File: src/rtl/rv32i_mc_core.sv
// rv32i_mc_core: multi-cycle RV32I/RV32E core with req/ack instruction and data memory ports
//   clk, rst                  clock, asynchronous active-high reset
//   imem_req/addr/rdata/ack   instruction fetch handshake, imem_addr == pc
//   dmem_req/we/addr/wdata/wstrb/rdata/ack  data handshake, word-aligned address, byte strobes
//   pc                        address of the current instruction
//   halted                    sticky trap indicator, cleared only by rst
module rv32i_mc_core #(
  parameter logic [31:0] RESET_PC = 32'h0000_0000,
  parameter int NREGS = 32
) (
  input  logic        clk,
  input  logic        rst,
  output logic        imem_req,
  output logic [31:0] imem_addr,
  input  logic [31:0] imem_rdata,
  input  logic        imem_ack,
  output logic        dmem_req,
  output logic        dmem_we,
  output logic [31:0] dmem_addr,
  output logic [31:0] dmem_wdata,
  output logic [3:0]  dmem_wstrb,
  input  logic [31:0] dmem_rdata,
  input  logic        dmem_ack,
  output logic [31:0] pc,
  output logic        halted
);
  localparam int AW = $clog2(NREGS);
  localparam logic [5:0] NR = 6'(NREGS);
  localparam logic [6:0] OP_R = 7'b0110011, OP_I = 7'b0010011, OP_LUI = 7'b0110111,
    OP_AUIPC = 7'b0010111, OP_JAL = 7'b1101111, OP_JALR = 7'b1100111,
    OP_BR = 7'b1100011, OP_LD = 7'b0000011, OP_ST = 7'b0100011;
  typedef enum logic [1:0] {FETCH, EXEC, MEM, TRAP} state_t;
  state_t state, state_n;
  logic [31:0] ir;
  logic [1:0]  ea_lo;
  logic [31:0] rf [NREGS];
  logic [6:0]  op;
  logic [4:0]  rd, rs1, rs2;
  logic [2:0]  f3;
  logic [31:0] i_imm, s_imm, b_imm, u_imm, j_imm;
  logic        is_r, is_i, is_lui, is_auipc, is_jal, is_jalr, is_br, is_ld, is_st, is_mem;
  logic        use_rd, use_rs1, use_rs2, known, bad_rd, bad_rs1, bad_rs2;
  logic [31:0] rv1, rv2, alu_b, alu_y, pc4, target, next_pc, ea_n, wb_val, lane, ld_val;
  logic [31:0] st_data;
  logic [3:0]  st_strb;
  logic [4:0]  sh;
  logic        take, redirect, br_ok, ld_ok, st_ok, misal, trap, wb_en, rf_we;
  assign op  = ir[6:0];
  assign rd  = ir[11:7];
  assign f3  = ir[14:12];
  assign rs1 = ir[19:15];
  assign rs2 = ir[24:20];
  assign i_imm = {{20{ir[31]}}, ir[31:20]};
  assign s_imm = {{20{ir[31]}}, ir[31:25], ir[11:7]};
  assign b_imm = {{19{ir[31]}}, ir[31], ir[7], ir[30:25], ir[11:8], 1'b0};
  assign u_imm = {ir[31:12], 12'b0};
  assign j_imm = {{11{ir[31]}}, ir[31], ir[19:12], ir[20], ir[30:21], 1'b0};
  assign is_r     = op == OP_R;
  assign is_i     = op == OP_I;
  assign is_lui   = op == OP_LUI;
  assign is_auipc = op == OP_AUIPC;
  assign is_jal   = op == OP_JAL;
  assign is_jalr  = op == OP_JALR;
  assign is_br    = op == OP_BR;
  assign is_ld    = op == OP_LD;
  assign is_st    = op == OP_ST;
  assign is_mem   = is_ld | is_st;
  assign use_rd  = is_r | is_i | is_lui | is_auipc | is_jal | is_jalr | is_ld;
  assign use_rs1 = is_r | is_i | is_jalr | is_br | is_ld | is_st;
  assign use_rs2 = is_r | is_br | is_st;
  assign known   = use_rd | is_br | is_st;
  assign bad_rd  = {1'b0, rd} >= NR;
  assign bad_rs1 = {1'b0, rs1} >= NR;
  assign bad_rs2 = {1'b0, rs2} >= NR;
  assign rv1 = (rs1 == 5'd0 || bad_rs1) ? 32'd0 : rf[rs1[AW-1:0]];
  assign rv2 = (rs2 == 5'd0 || bad_rs2) ? 32'd0 : rf[rs2[AW-1:0]];
  assign imem_addr = pc;
  assign halted    = state == TRAP;
  always_comb begin
    alu_b = is_r ? rv2 : i_imm;
    sh = alu_b[4:0];
    alu_y = f3 == 3'b000 ? ((is_r && ir[30]) ? rv1 - alu_b : rv1 + alu_b) :
            f3 == 3'b001 ? rv1 << sh :
            f3 == 3'b010 ? {31'b0, $signed(rv1) < $signed(alu_b)} :
            f3 == 3'b011 ? {31'b0, rv1 < alu_b} :
            f3 == 3'b100 ? rv1 ^ alu_b :
            f3 == 3'b101 ? (ir[30] ? 32'($signed(rv1) >>> sh) : rv1 >> sh) :
            f3 == 3'b110 ? rv1 | alu_b : rv1 & alu_b;
    br_ok = f3[2:1] != 2'b01;
    take = f3[2:1] == 2'b00 ? ((rv1 == rv2) ^ f3[0]) :
           f3[2:1] == 2'b10 ? (($signed(rv1) < $signed(rv2)) ^ f3[0]) :
                              ((rv1 < rv2) ^ f3[0]);
    pc4 = pc + 32'd4;
    target = is_jal ? pc + j_imm : is_jalr ? (rv1 + i_imm) & ~32'd1 : pc + b_imm;
    redirect = is_jal | is_jalr | (is_br & take);
    next_pc = redirect ? target : pc4;
    ea_n = rv1 + (is_st ? s_imm : i_imm);
    ld_ok = !(f3 == 3'b011 || f3[2:1] == 2'b11);
    st_ok = !f3[2] && f3[1:0] != 2'b11;
    misal = (f3[1:0] == 2'b01 && ea_n[0]) || (f3[1:0] == 2'b10 && ea_n[1:0] != 2'b00);
    trap = !known || (is_ld && (!ld_ok || misal)) || (is_st && (!st_ok || misal)) ||
           (is_br && !br_ok) || (redirect && target[1:0] != 2'b00) ||
           (use_rd && bad_rd) || (use_rs1 && bad_rs1) || (use_rs2 && bad_rs2);
    wb_val = is_lui ? u_imm : is_auipc ? pc + u_imm : (is_jal | is_jalr) ? pc4 : alu_y;
    st_strb = f3[1:0] == 2'b00 ? 4'b0001 << ea_n[1:0] :
              f3[1:0] == 2'b01 ? (ea_n[1] ? 4'b1100 : 4'b0011) : 4'b1111;
    st_data = f3[1:0] == 2'b00 ? {4{rv2[7:0]}} : f3[1:0] == 2'b01 ? {2{rv2[15:0]}} : rv2;
    lane = dmem_rdata >> {ea_lo, 3'b000};
    ld_val = f3 == 3'b000 ? {{24{lane[7]}}, lane[7:0]} :
             f3 == 3'b001 ? {{16{lane[15]}}, lane[15:0]} :
             f3 == 3'b100 ? {24'b0, lane[7:0]} :
             f3 == 3'b101 ? {16'b0, lane[15:0]} : lane;
    wb_en = state == EXEC && !trap && use_rd && !is_ld;
    rf_we = (wb_en || (state == MEM && dmem_ack && !dmem_we)) && rd != 5'd0;
  end
  always_comb begin
    state_n  = state;
    imem_req = 1'b0;
    dmem_req = 1'b0;
    case (state)
      FETCH: begin
        imem_req = !rst;
        state_n  = imem_ack ? EXEC : FETCH;
      end
      EXEC: state_n = trap ? TRAP : is_mem ? MEM : FETCH;
      MEM: begin
        dmem_req = 1'b1;
        state_n  = dmem_ack ? FETCH : MEM;
      end
      default: state_n = TRAP;
    endcase
  end
  always_ff @(posedge clk or posedge rst)
    if (rst) state <= FETCH;
    else state <= state_n;
  always_ff @(posedge clk or posedge rst) begin
    if (rst) begin
      pc         <= RESET_PC;
      ir         <= 32'd0;
      ea_lo      <= 2'd0;
      dmem_we    <= 1'b0;
      dmem_addr  <= 32'd0;
      dmem_wdata <= 32'd0;
      dmem_wstrb <= 4'd0;
    end else begin
      if (state == FETCH && imem_ack) ir <= imem_rdata;
      if (state == EXEC && !trap && is_mem) begin
        ea_lo      <= ea_n[1:0];
        dmem_we    <= is_st;
        dmem_addr  <= {ea_n[31:2], 2'b00};
        dmem_wdata <= is_st ? st_data : 32'd0;
        dmem_wstrb <= is_st ? st_strb : 4'd0;
      end
      if (state == EXEC && !trap && !is_mem) pc <= next_pc;
      if (state == MEM && dmem_ack) pc <= pc4;
    end
  end
  always_ff @(posedge clk)
    if (rf_we) rf[rd[AW-1:0]] <= state == MEM ? ld_val : wb_val;
endmodule

File: config.mk
export PLATFORM = sky130hd
export DESIGN_NAME = rv32i_mc_core
export DESIGN_NICKNAME = d
export VERILOG_FILES = /design/src/rtl/rv32i_mc_core.sv
export SDC_FILE = /design/constraint.sdc
export NUM_CORES = 2
export LEC_CHECK = 0
export ABC_AREA = 1
export ABC_CLOCK_PERIOD_IN_PS = 7700
export BUFFER_PORTS_ARGS = -buffer_cell sky130_fd_sc_hd__buf_2
export CAP_MARGIN = 20
export CORE_AREA = 3 3 557 393
export CTS_CLUSTER_SIZE = 30
export DETAILED_ROUTE_END_ITERATION = 12
export DIE_AREA = 0 0 560 396
export SLEW_MARGIN = 20
export SYNTH_ARGS = -nofsm -noshare
export SYNTH_HDL_FRONTEND = slang
export SYNTH_SLANG_ARGS = --single-unit
File: constraint.sdc
create_clock -name clk -period 7.7 [get_ports clk]
set_clock_uncertainty 0.2 [all_clocks]
set_input_delay 0.77 -clock clk [delete_from_list [all_inputs] [get_ports clk]]
set_output_delay 0.77 -clock clk [all_outputs]
set_load 0.03 [all_outputs]
==> impl_metrics.csv <==
group,metric,value,unit
clock_network,cts.sinks,1159,
synthesis,synth_cells,9439,
worst_hold_path,min_from,"imem_rdata[10]",
sta,fin_ws,0.167,ns
setup_path,cp.required,8.11,ns
die,io_pins,204,
sta,max-slew-margin-rel,11.5,%
synthesis,post_synth_num_cell_types,66,
die,die_area,222000,um2
status,status,"complete, no violations",
grt,grt_first_pass_wirelength,529,mm
setup_path,cp_num_cells,31,
synthesis,netlist_area,74800,um2
setup_path,end_kind,"flip-flop",
die,fp.coreArea,214000,um2
grt,antenna_found_initial,21,
placement,gp_congestion,1.06,
setup_path,timing.rr.end,"rf[31][17]$_DFFE_PP_",
clock_network,cts_tree,"yes",
synthesis,synth_edf_count,1024,
sta,period_share,97.8,%
setup_path,crit_family,"compound AO/OA/AOI/OAI gates",
drt,wire_per_inst,29.9,um
grt,grt_pass1_vias,69732,
die,dieWidth,560,um
sta,fmax,0.133,GHz
clock_network,cts-root-buf,"clkbuf_16",
drt,drc,0,
clock_network,insertion_delay,0.79,ns
sta,final-hold-violation-count,0,
grt,met2_usage,41.6,%
drt,avgViaCountPerCell,6.07,
worst_hold_path,min_to,"ir[10]$_DFFE_PP0P_",
grt,grt_max_degree,153,
synthesis,async_flop_share,11.6,%
grt,use_met1,49.4,%
job,cap_violations,0,
die,core.rowCount,142,
drt,routed_wl,380,mm
drt,final_antenna_net_count,0,
clock_network,cts_max_level,3,
grt,grtUsageMet3,12.5,%
worst_hold_path,holdCritPathClass,"in2reg",
setup_path,crit_path_max_incr_delay,0.67,ns
setup_path,worst-setup-path-type,"reg2reg",
sta,fin_setup_tns,0,ns
clock_network,numCtsBuffers,118,
drt,drt-initial-drc-count,13562,
setup_path,worstReg2RegStart,"ir[20]$_DFFE_PP0P_",
grt,grt_most_used_layer,"met1",
sta,drv_slew,0,
synthesis,seq_area_frac_synth,45.6,%
placement,dp_hpwl,266,mm
drt,first_pass_iters,7,
setup_path,cpMaxStageDelayCell,"dfrtp_4",
placement,port_buffers,201,
clock_network,clkSlewWorstSetupHoldPaths,0.06,ns
sta,rsz0062_at_grt,"no",
sta,min_period,7.53,ns
drt,detailroute.via_count,77005,
synthesis,ys_warn_count,0,
setup_path,cp_max_fo,96,
final_layout,post-route-util,40.5,%
grt,grt_overflow,0,
clock_network,clockBufferDepth,3,
final_layout,nNetsFinal,9989,
die,initial_core_util,35.0,%
final_layout,area_delta_synth_final,15.6,%
sta,whs,0.0521,ns
final_layout,drive_gt1_share,11.4,%
synthesis,synthFlopType,"edfxtp_1",
setup_path,start_kind,"flip-flop",
setup_path,cp_num_buf_inv,11,
synthesis,synth-seq-cells,1159,
setup_path,rr_worst_depth,31,
die,die_h,396,um
grt,track_usage,32.8,%
synthesis,synth.avg_cell_area,7.92,um2
placement,dp_slack,0.0186,ns
setup_path,arrival,7.95,ns
worst_hold_path,min_path_cells,2,
sta,worst_pin_slew,1.31,ns
sta,setup_viol,0,
setup_path,r2r_slack,0.17,ns
[worst max-delay path by stage]
stage | from | endpoint | slack [ns]
2_1_floorplan | ir[20]$_DFFE_PP0P_ | rf[10][0]$_DFFE_PP_ | 1.47
3_3_place_gp | ir[20]$_DFFE_PP0P_ | rf[23][17]$_DFFE_PP_ | -0.07
3_5_place_dp | ir[20]$_DFFE_PP0P_ | rf[24][17]$_DFFE_PP_ | 0.02
4_1_cts | ir[20]$_DFFE_PP0P_ | rf[6][12]$_DFFE_PP_ | 0.02
5_1_grt | ir[21]$_DFFE_PP0P_ | rf[26][17]$_DFFE_PP_ | 0.005
6_report | ir[20]$_DFFE_PP0P_ | rf[31][17]$_DFFE_PP_ | 0.17
[stage by stage]
step	instance area [um2]	instances
CTS	86400	12671
floorplan	74900	9472
detailed placement	82500	12451
finish	86500	12689
global route	86500	12677
global placement	82500	12451
[per-layer routing]
metal / vias to the layer above / wire, um
li1: 33224 / -
met1: 37105 / 163000
met2: 5949 / 140000
met3: 721 / 61400
met4: 6 / 15500
met5: - / 132
[worst reg2reg max path: cells and delay by family, from the launching register on]
kind	cells	cell delay, ns
buf+inv	11	2.59
compound gates	11	2.70
fa+ha+maj	1	0.21
flops	1	0.67
simple gates	8	0.99
[synth_stat cells (9+ instances only)]
library cell     n  area (um2)
o21ai_1         79         395
a2111oi_0       24         210
inv_1          528        1980
nand4_1         35         219
o22ai_1        122         763
inv_2           14        52.6
o21bai_1         9        67.6
nand2_1       2288        8590
a21boi_0        11        82.6
o31ai_1         27         203
a21oi_1        534        2670
nor2_1        1055        3960
nor3_1          91         455
o21ai_0       1044        5230
buf_6           44         495
o211ai_1        89         668
nand3_2         12         120
or2_2           31         194
nor4_1          11        68.8
xnor2_1         23         201
clkbuf_1       304        1140
ha_1           219        2740
edfxtp_1      1024       30700
a31oi_1         25         156
o221ai_1       175        1530
buf_4          105         788
buf_1           31         116
xor2_1          74         648
dfrtp_1        135        3380
nand3_1        959        4800
buf_2          187         936
[area by class of cell]
| type | instances | area [um2] |
|---|---|---|
| clock inverters | 73 | 821 |
| well taps | 2880 | 3600 |
| fillers | 21342 | 127000 |
| multi-input cells | 7089 | 35500 |
| diodes | 15 | 37.5 |
| clock buffers | 146 | 3100 |
| repair buffers | 776 | 7100 |
| flip-flops and latches | 1159 | 34200 |
| inverters | 551 | 2130 |
[repair_timing]
action                                  in CTS  in global routing
hold buffers                                 1                  0
endpoints found under the setup margin       0                192
endpoints found under the hold margin        2                  0
gates resized for setup                      0                  4
setup buffers                                0                  1
[cell families after synthesis]
| logic type | synth area share (%) |
|---|---|
| AND/OR/NAND/NOR | 25.0 |
| AO/OA/AOI/OAI | 16.8 |
| buffers and inverters | 7.47 |
| flip-flops | 45.6 |
| adder cells (fa/ha/maj) | 3.85 |
| XOR/XNOR | 1.14 |
| multiplexers | 0.152 |
| other | 0.00501 |
[registers in the layout (all words and copies together), names as in the netlist]
name / cells
rf: 1024
dmem_wdata: 32
imem_addr: 32
state: 2
ir: 32
dmem_wstrb: 4
dmem_we: 1
ea_lo: 2
dmem_addr: 30
[cell usage in the layout (no fill, tap or decap), drive strengths merged, types with 25 or more instances in the layout]
cell / synthesis / layout
inv: 547 / 553
edfxtp: 1024 / 1024
nand3: 971 / 971
o31ai: 27 / 27
o21ai: 1131 / 1131
or2: 36 / 36
nand4: 36 / 36
nor2: 1059 / 1059
conb: 1 / 34
nor3: 97 / 97
clkinv: 4 / 56
a31oi: 25 / 25
o22ai: 122 / 122
xor2: 74 / 74
clkbuf: 304 / 147
ha: 219 / 219
nand2: 2297 / 2297
buf: 369 / 774
dfrtp: 135 / 135
o221ai: 175 / 175
a21oi: 535 / 535
o211ai: 90 / 90
Power is not shown: default switching activity piles up to over one toggle a cycle in this logic, so the estimate is an artifact.
